**src/rtl/rc5_pkg.sv**
```systemverilog
// Shared RC5 definitions: scheduler state encoding, default word width/rounds and
// the derived S-table size used by the cipher and key-expansion blocks.
package rc5_pkg;

  localparam int unsigned DEFAULT_W = 32;
  localparam int unsigned DEFAULT_R = 12;
  localparam int unsigned T         = 2 * (DEFAULT_R + 1);
  localparam int unsigned T_LENGTH  = $clog2(T);

  typedef enum logic [2:0] {
    StIdle,
    StKeyExp,
    StKeyDrop,
    StWaitBlk,
    StCipher,
    StCDrop,
    StOutHold
  } sched_state_e;

endpackage

```
**src/rtl/rc5_sched_wdog.sv**
```systemverilog
// Watchdog for the rc5_sched long-running states: counts cycles while i_run is high
// and flags expiry on the last allowed cycle.
module rc5_sched_wdog #(
  parameter int unsigned TIMEOUT_CYCLES = 1024
) (
  input  logic clk,
  input  logic rst,
  input  logic i_run,
  output logic o_expired
);

  localparam int unsigned CntW = $clog2(TIMEOUT_CYCLES);

  logic [CntW-1:0] r_cnt;

  // Guarded states are never adjacent, so clearing whenever idle equals clearing on entry.
  always_ff @(posedge clk) begin
    if (!rst || !i_run) begin
      r_cnt <= '0;
    end else begin
      r_cnt <= r_cnt + 1'b1;
    end
  end

  assign o_expired = i_run && (r_cnt == CntW'(TIMEOUT_CYCLES - 1));

endmodule

```
**src/rtl/rc5_sched.sv**
```systemverilog
// RC5 sequencing controller: key expansion once per key load, then one block at a time
// through the cipher core. Optional watchdog enabled by defining RC5_SCHED_WDOG_EN.
module rc5_sched
  import rc5_pkg::*;
#(
  parameter int unsigned W              = DEFAULT_W,
  parameter int unsigned R              = DEFAULT_R,
  parameter int unsigned TIMEOUT_CYCLES = 1024
) (
  input  logic         clk,
  input  logic         rst,
  input  logic         iKey_load,
  output logic         oKey_ready,
  output logic         oKE_start,
  input  logic         iKE_done,
  output logic         oSel_ke,
  input  logic         iIn_valid,
  output logic         oIn_ready,
  input  logic [W-1:0] iIn_A,
  input  logic [W-1:0] iIn_B,
  output logic         oC_start,
  output logic [W-1:0] oC_A,
  output logic [W-1:0] oC_B,
  input  logic         iC_done,
  input  logic [W-1:0] iC_A,
  input  logic [W-1:0] iC_B,
  output logic         oOut_valid,
  input  logic         iOut_ready,
  output logic [W-1:0] oOut_A,
  output logic [W-1:0] oOut_B,
  output logic         oBusy,
  output logic         oError
);

  if (!(W == 16 || W == 32 || W == 64)) begin : g_bad_w
    $error("rc5_sched: W must be 16, 32 or 64");
  end
  if (R == 0 || TIMEOUT_CYCLES < 2) begin : g_bad_cfg
    $error("rc5_sched: R must be nonzero and TIMEOUT_CYCLES at least 2");
  end

  sched_state_e r_state;
  logic         r_pend;
  logic         r_in_ready;
  logic         r_key_ready;
  logic         r_ke_start;
  logic         r_sel_ke;
  logic         r_c_start;
  logic         r_out_valid;
  logic         r_error;
  logic [W-1:0] r_c_a, r_c_b;
  logic [W-1:0] r_out_a, r_out_b;

  logic w_in_ready, w_in_hs, w_out_hs, w_key_req, w_go_ke, w_timeout;

  // A pending or same-cycle key load always beats a block handshake.
  assign w_key_req  = iKey_load || r_pend;
  assign w_in_ready = r_in_ready && !w_key_req;
  assign w_in_hs    = iIn_valid && w_in_ready;
  assign w_out_hs   = r_out_valid && iOut_ready;
  assign w_go_ke    = ((r_state == StIdle) && iKey_load) ||
                      ((r_state == StWaitBlk) && w_key_req) ||
                      (w_out_hs && w_key_req);

`ifdef RC5_SCHED_WDOG_EN
  logic w_run, w_expired;

  assign w_run = (r_state == StKeyExp) || (r_state == StCipher);

  rc5_sched_wdog #(
    .TIMEOUT_CYCLES(TIMEOUT_CYCLES)
  ) u_wdog (
    .clk      (clk),
    .rst      (rst),
    .i_run    (w_run),
    .o_expired(w_expired)
  );

  assign w_timeout = w_expired &&
                     !((r_state == StKeyExp) && iKE_done) &&
                     !((r_state == StCipher) && iC_done);
`else
  assign w_timeout = 1'b0;
`endif

  always_ff @(posedge clk) begin
    if (!rst) begin
      r_state     <= StIdle;
      r_pend      <= 1'b0;
      r_in_ready  <= 1'b0;
      r_key_ready <= 1'b0;
      r_ke_start  <= 1'b0;
      r_sel_ke    <= 1'b1;
      r_c_start   <= 1'b0;
      r_out_valid <= 1'b0;
      r_error     <= 1'b0;
      r_c_a       <= '0;
      r_c_b       <= '0;
      r_out_a     <= '0;
      r_out_b     <= '0;
    end else if (w_timeout) begin
      r_state     <= StIdle;
      r_error     <= 1'b1;
      r_pend      <= 1'b0;
      r_in_ready  <= 1'b0;
      r_key_ready <= 1'b0;
      r_ke_start  <= 1'b0;
      r_sel_ke    <= 1'b1;
      r_c_start   <= 1'b0;
    end else begin
      if (iKey_load) begin
        r_pend <= 1'b1;
      end
      if (w_go_ke) begin
        r_state     <= StKeyExp;
        r_pend      <= 1'b0;
        r_in_ready  <= 1'b0;
        r_key_ready <= 1'b0;
        r_ke_start  <= 1'b1;
        r_sel_ke    <= 1'b1;
      end
      if (w_out_hs) begin
        r_out_valid <= 1'b0;
        if (!w_key_req) begin
          r_state    <= StWaitBlk;
          r_in_ready <= 1'b1;
        end
      end
      unique case (r_state)
        StIdle: ;
        StKeyExp: begin
          if (iKE_done) begin
            r_ke_start <= 1'b0;
            r_state    <= StKeyDrop;
          end
        end
        StKeyDrop: begin
          r_key_ready <= 1'b1;
          r_sel_ke    <= 1'b0;
          r_in_ready  <= 1'b1;
          r_state     <= StWaitBlk;
        end
        StWaitBlk: begin
          if (w_in_hs) begin
            r_c_a      <= iIn_A;
            r_c_b      <= iIn_B;
            r_in_ready <= 1'b0;
            r_c_start  <= 1'b1;
            r_state    <= StCipher;
          end
        end
        StCipher: begin
          if (iC_done) begin
            r_out_a     <= iC_A;
            r_out_b     <= iC_B;
            r_out_valid <= 1'b1;
            r_c_start   <= 1'b0;
            r_state     <= StCDrop;
          end
        end
        StCDrop: begin
          if (!w_out_hs) begin
            r_state <= StOutHold;
          end
        end
        StOutHold: ;
        default: r_state <= StIdle;
      endcase
    end
  end

  assign oKey_ready = r_key_ready;
  assign oKE_start  = r_ke_start;
  assign oSel_ke    = r_sel_ke;
  assign oIn_ready  = w_in_ready;
  assign oC_start   = r_c_start;
  assign oC_A       = r_c_a;
  assign oC_B       = r_c_b;
  assign oOut_valid = r_out_valid;
  assign oOut_A     = r_out_a;
  assign oOut_B     = r_out_b;
  assign oBusy      = (r_state != StIdle) && (r_state != StWaitBlk);
  assign oError     = r_error;

endmodule

```
**config.mk**
```make
export PLATFORM = sky130hd
export DESIGN_NAME = rc5_sched
export DESIGN_NICKNAME = d
export VERILOG_FILES = /design/src/rtl/rc5_pkg.sv /design/src/rtl/rc5_sched_wdog.sv /design/src/rtl/rc5_sched.sv
export SDC_FILE = /design/constraint.sdc
export NUM_CORES = 1
export LEC_CHECK = 0
export ABC_AREA = 1
export BUFFER_PORTS_ARGS = -buffer_cell sky130_fd_sc_hd__buf_2
export CORE_MARGIN = 5
export CORE_UTILIZATION = 44
export CTS_CLUSTER_SIZE = 30
export DETAILED_ROUTE_END_ITERATION = 10
export PLACE_DENSITY = 0.79
export SLEW_MARGIN = 20
export SYNTH_ARGS = -nofsm -noshare
export SYNTH_HDL_FRONTEND = slang
export SYNTH_HIERARCHICAL = 1
export SYNTH_SLANG_ARGS = --single-unit
```
**constraint.sdc**
```tcl
create_clock -name clk -period 1.5 [get_ports clk]
set_input_delay 0.15 -clock clk [delete_from_list [all_inputs] [get_ports clk]]
set_output_delay 0.15 -clock clk [all_outputs]
set_load 0.03 [all_outputs]
```
[Word-level counts from Yosys, hierarchy flattened]
Cells that the tools add are included.
Word-level totals
  bits of input ports: 135
  output and inout bits: 136
  flip-flop bits (word level): 138
Cells by class
  reduce and logical (&&, ||, !) cells: 20
  eq/ne operators: 9
  bitwise logic cells: 1
  mux-type cells: 26
Operators with widths (number)
  two-way mux 3 bit: 7
  case mux 3 bit (6 select lines): 1
  two-way mux 1 bit: 16
  equality test 3 bit, second input constant: 3
  logical AND 1 bit: 7
  equality test 3 x 2 -> 1 bit, second input constant: 2
  inequality test 2 bit, second input constant: 2
  case mux 1 bit (2 select lines): 2
  AND reduction 2 bit: 2
  nonzero test 2 bit: 2
  OR reduction 2 bit: 2
  equality test 3 x 1 -> 1 bit, second input constant: 1
  logical NOT 3 bit: 1
  logical OR 1 bit: 3
  inequality test 3 x 2 -> 1 bit, second input constant: 1
  AND reduction 3 bit: 1
  nonzero test 3 bit: 1
  logical NOT 1 bit: 1
  inverter 1 bit: 1

[Logic depth before layout (Yosys ltp)]
  word-level depth: 9
  mapped depth: 10

[Worst setup path before layout]
Ideal clock, no wire load.
  path kind: reg2reg
  from: register r_pend
  to: register r_in_ready
  slack: 2 ps
  setup time: 114 ps
  cell stages (with the launch flop): 10
  arrival time: 1384 ps
  data required time: 1386 ps
  path through: dfxtp_1 > or2_4 > nor2_4 > nand2_2 > nor2_4 > inv_2 > buf_6 > buf_6 > nand3_1 > nand2_1
Between the ends
  elaborated cells between the ends (all ways): 13
  classes of those cells: mux: 5; reduce/logical: 8
RTL lines
  start, declared: line rc5_sched.sv:43  | logic r_pend;
  start signal, assigned: line rc5_sched.sv:89  | r_pend <= 1'b0;
  start signal, assigned: line rc5_sched.sv:104  | r_pend <= 1'b0;
  start signal, assigned: line rc5_sched.sv:112  | r_pend <= 1'b1;
  logical OR 1 bit: line rc5_sched.sv:57  | assign w_key_req = iKey_load || r_pend;
  logical NOT 1 bit
  logical AND 1 bit: line rc5_sched.sv:58  | assign w_in_ready = r_in_ready && !w_key_req;
  net oIn_ready: line rc5_sched.sv:18  | output logic oIn_ready,
  logical AND 1 bit: line rc5_sched.sv:59  | assign w_in_hs = iIn_valid && w_in_ready;
  two-way mux 1 bit: line rc5_sched.sv:144  | if (w_in_hs) begin
  case mux 1 bit (2 select lines): line rc5_sched.sv:129  | unique case (r_state)
  end signal, assigned: line rc5_sched.sv:126  | r_in_ready <= 1'b1;
  end signal, assigned: line rc5_sched.sv:140  | r_in_ready <= 1'b1;
  end signal, assigned: line rc5_sched.sv:147  | r_in_ready <= 1'b0;
  end, declared: line rc5_sched.sv:44  | logic r_in_ready;
The timed path passes the listed nets, and every way through them passes these cells.
A chain may end at the register's enable or synchronous reset.

[Worst setup path in the final report]
  from: register r_pend
  to: register r_c_b[13] (netlist: oC_B[13])
Between the ends
  cells in the longest elaborated chain, start to end: 5
RTL lines
  logical OR 1 bit: line rc5_sched.sv:57
  logical NOT 1 bit
  logical AND 1 bit: line rc5_sched.sv:58
  logical AND 1 bit: line rc5_sched.sv:59
  AND reduction 2 bit (no source line)
  end signal, assigned: line rc5_sched.sv:146  | r_c_b <= iIn_B;
  end, declared: line rc5_sched.sv:51  | logic [W-1:0] r_c_a, r_c_b;
Every way passes these cells.

==> flow_results.org <==
** Outcome
- Run status :: finished, violations left
- The checks that failed: setup timing.

** Global routing
- Pin count of the biggest net entering global routing :: 65
- The initial antenna violation count came to 0.
- First-pass GRT wire length :: 26700 microns
- The via count of the first global-routing pass was 5547.
- For this run, the total global-route usage over all layers was measured as 0.247.
- Total overflow reported by the global router :: 0

** Power
- For this design the ratio of total power to cell area is 1090 nW/um^2.
- Of the total power, registers draw 0.417.
- Internal Power :: 6.96 mW
- The share of total power dissipated in the clock network is 0.451.
- Leakage component of the power :: 4.16 nW
- Combinational power share :: 0.132
- Of the total power, the share spent switching nets is 0.243.
- Worst IR drop on VDD :: 811 uV
- Net switching power of the design :: 2.23 mW

** Final layout
- In the final layout, the share of cells above drive strength 1 is 0.374.
- Once layout is complete, the utilization of the core stands at 0.744.
- Nets@finish :: 1144
- Number of diodes :: 0
- Relative area change from synthesis to final layout :: 67.5%
- Counting the fill cells in the layout gives 733.
- Non-filler instance count after layout :: 1163
- Summing all non-filler instances in the final layout gives an area of 8420 sq um.

** Synthesis
- Share of the synthesized area in the top cell type :: 0.549
- Post-synthesis simple-gate area fraction :: 0.242
- By area the synthesized netlist is led by sky130_fd_sc_hd__dfxtp_1, sky130_fd_sc_hd__nor2_1, sky130_fd_sc_hd__o21ai_0.
- Gate count of the mapped netlist :: 641
- Top cells by instance count after synthesis :: sky130_fd_sc_hd__nor2_1, sky130_fd_sc_hd__dfxtp_1, sky130_fd_sc_hd__o21ai_0
- Ys Warns :: 6
- Among all flip-flop cells after synthesis, the most frequent one is sky130_fd_sc_hd__dfxtp_1.
- Cell type with the largest total area after synthesis :: sky130_fd_sc_hd__dfxtp_1
- After synthesis, the netlist uses 28 different library cells.
- Fraction of registers with async set/reset :: 0
- After synthesis, the mean cell area works out to 7.84 sq um.
- Synth Cell Area :: 5030 sq um
- After synthesis, the largest family of logic cells by area is simple AND/OR/NAND/NOR gates.
- Fraction of synthesized cell area in xor and xnor cells :: 0
- Count leader, synth :: sky130_fd_sc_hd__nor2_1
- The share of the Yosys chip area taken by registers is 0.549.
- When the netlist entered floorplanning its net count stood at 776.
- The share of the synthesized area in compound gates (AO/OA/AOI/OAI) was 0.143.
- Of the total synthesized cell area, the portion taken by full adders, half adders and majority gates is 0.
- Of the post-synthesis cell area, the part taken by muxes is 0.
- Number of flops mapped to enable cells by yosys :: 0
- In this run, synthesis produced a sequential element count of 138.

** Clocking
- Clock-pin transition on the worst setup and hold timing paths :: 0.06 ns
- The tree is rooted in a sky130_fd_sc_hd__clkbuf_16.
- Clock tree from TritonCTS :: yes
- H-tree depth :: 4
- Counting the buffers created by CTS gives 17.
- For the worst-skew pair, the clock arrives at the later sink with an insertion delay of 0.41 ns.
- Maximum count of clock buffers along a single path :: 2
- Number of clock sinks :: 138

** Placement
- Placed insts :: 1022
- PortBufs :: 269
- Placement-stage cell area :: 6470 sq um
- The congestion estimate from routability-driven global placement came to 0.825.
- Detailed placement ended at an HPWL of 10200 microns.

** Drt
- Final wirelength :: 19700 microns
- The detail route stage leaves a number of antenna-violating nets equal to 0.
- Routed WL per cell :: 17.0 microns
- Via-to-Cell Ratio :: 5.13
- First-pass iteration count of the detailed router :: 5
- For this run, design rule violations remaining after detail routing come to 0.
- The first routing iteration left 529 violations.
- Total number of vias :: 5963

** Worst setup path
- Critical path startpoint category :: register
- Endpoint required time on the critical path :: 1.78 ns
- Crit end category :: register
- For the worst setup path, the data arrival time is 1.91 ns.
- Count of cells along the worst register-to-register path :: 9
- Setup slack on the worst flop-to-flop path :: -0.13 ns
- By startpoint and endpoint, the worst setup path is classified as reg -> reg.
- Maximum fanout along the worst path :: 10

** Worst hold path
- The tightest min-delay check is of the in -> reg type.
- Counting instances, the worst hold path has a depth of 3.

** Die
- In this run the core area contains 39 standard-cell rows.
- Core area :: 11300 sq um
- The die is 117 microns tall.
- The initial utilization of the core area, before any placement, comes to 0.444.
- Io pins :: 271
- Area of the die :: 13700 sq um
- In this run the horizontal extent of the chip is 117 microns.

** STA
- Derived from the worst setup path, the maximum achievable clock frequency is 614 MHz.
- Final setup slack of the worst path :: -0.129 ns
- Final critical-path share of the clock period :: 1.09
- Setup repair after global routing could not meet its margin everywhere.
- For the finished layout, the period the worst path requires is 1.63 ns.
- The clock arrives with 0.00995 ns of skew.
- The number of slew-limit violations in the final report came to 0.
- Fin Setup TNS :: -0.478 ns
- Number of endpoints with negative hold slack in the final report :: 0
- Setup violations remaining at the end of the flow were counted as 16.
- Final-layout worst hold slack :: 0.0156 ns

** Job
- The tool flagged a number of max-cap violations equal to 0.
-- worst paths after layout --
path	endpoint	from
worst max-delay path	oC_B[13]	r_pend
worst min-delay path	oOut_A[15]	iC_A[15]
worst max register to register	oC_B[13]	r_pend
worst min register to register	oKey_ready	oKey_ready
-- power groups by stage --
stage	clock network, mW	logic (mW)	registers (mW)
6_report	4.14	1.21	3.84
5_1_grt	4.33	1.32	3.84
4_1_cts	4.18	1.14	3.82
3_5_place_dp	0	0.935	3.89
3_3_place_gp	0	0.926	3.89
2_1_floorplan	0	0.523	3.94
-- registers in the layout (all words and copies together) (netlist names) --
name and flops:
oC_start 1, oSel_ke 1, oOut_valid 1, r_pend 1
oC_A 32, oKE_start 1, oOut_B 32, r_state 3
oC_B 32, oKey_ready 1, r_in_ready 1, oOut_A 32
-- cell families after synthesis --
family	count (synthesis)
buf+inv	60
simple gates	302
compound gates	140
flops	138
other cells	1
-- critical path: stages (launching register included) --
cell and delay (ns):
sky130_fd_sc_hd__dfxtp_1 0.30, sky130_fd_sc_hd__or2_4 0.26, sky130_fd_sc_hd__nor2_4 0.09, sky130_fd_sc_hd__nand2_2 0.08, sky130_fd_sc_hd__nor2_4 0.12, sky130_fd_sc_hd__buf_6 0.15, sky130_fd_sc_hd__inv_8 0.07, sky130_fd_sc_hd__clkbuf_16 0.17
sky130_fd_sc_hd__nor2_1 0.15, sky130_fd_sc_hd__nor2_1 0.10
-- routing by layer --
layer  GRT usage  up-vias  share of wire
met5           0        -              0
met4       0.117        0          0.037
met3      0.0848       80           0.12
met2       0.413      415           0.48
met1       0.284     2680           0.37
li1            -     2788              -
-- cells in the final DEF, fill, tap and decap left out, types with 9 or more instances in the layout --
| cell | count |
|---|---|
| sky130_fd_sc_hd__clkbuf_16 | 24 |
| sky130_fd_sc_hd__nor2_4 | 9 |
| sky130_fd_sc_hd__dlygate4sd3_1 | 97 |
| sky130_fd_sc_hd__dfxtp_1 | 136 |
| sky130_fd_sc_hd__o21ai_0 | 115 |
| sky130_fd_sc_hd__buf_4 | 9 |
| sky130_fd_sc_hd__nor2_2 | 36 |
| sky130_fd_sc_hd__nand2_1 | 22 |
| sky130_fd_sc_hd__inv_1 | 14 |
| sky130_fd_sc_hd__o21ai_1 | 18 |
| sky130_fd_sc_hd__buf_2 | 267 |
| sky130_fd_sc_hd__nor2_1 | 221 |
-- layout make-up --
| class | instances | area [sq um] | share of cell area |
|---|---|---|---|
| multi-input cells | 443 | 2070 | 0.245 |
| clock inverters | 7 | 90.1 | 0.0107 |
| clock buffers | 23 | 498 | 0.0591 |
| flip-flops and latches | 138 | 2770 | 0.329 |
| inverters | 17 | 71.3 | 0.00847 |
| repair buffers | 392 | 2750 | 0.327 |
| well taps | 143 | 179 | 0.0212 |
-- stage by stage --
stage	power [mW]	setup WS, ns
after global placement	4.82	0.136
final	9.19	-0.129
after CTS	9.14	0.0235
after global routing	9.49	-0.177
after detailed placement	4.83	0.0601
after floorplan	4.47	0.00192
-- repair_timing --
item,4_1_cts,5_1_grt
hold buffers,97,0
buffers inserted,0,3
endpoints found under the hold margin,97,0
setup endpoints to repair,1,46
pin swaps,0,3
gates resized for setup,2,50
gates cloned,0,11
No activity file was read; power rests on OpenSTA's default activity.
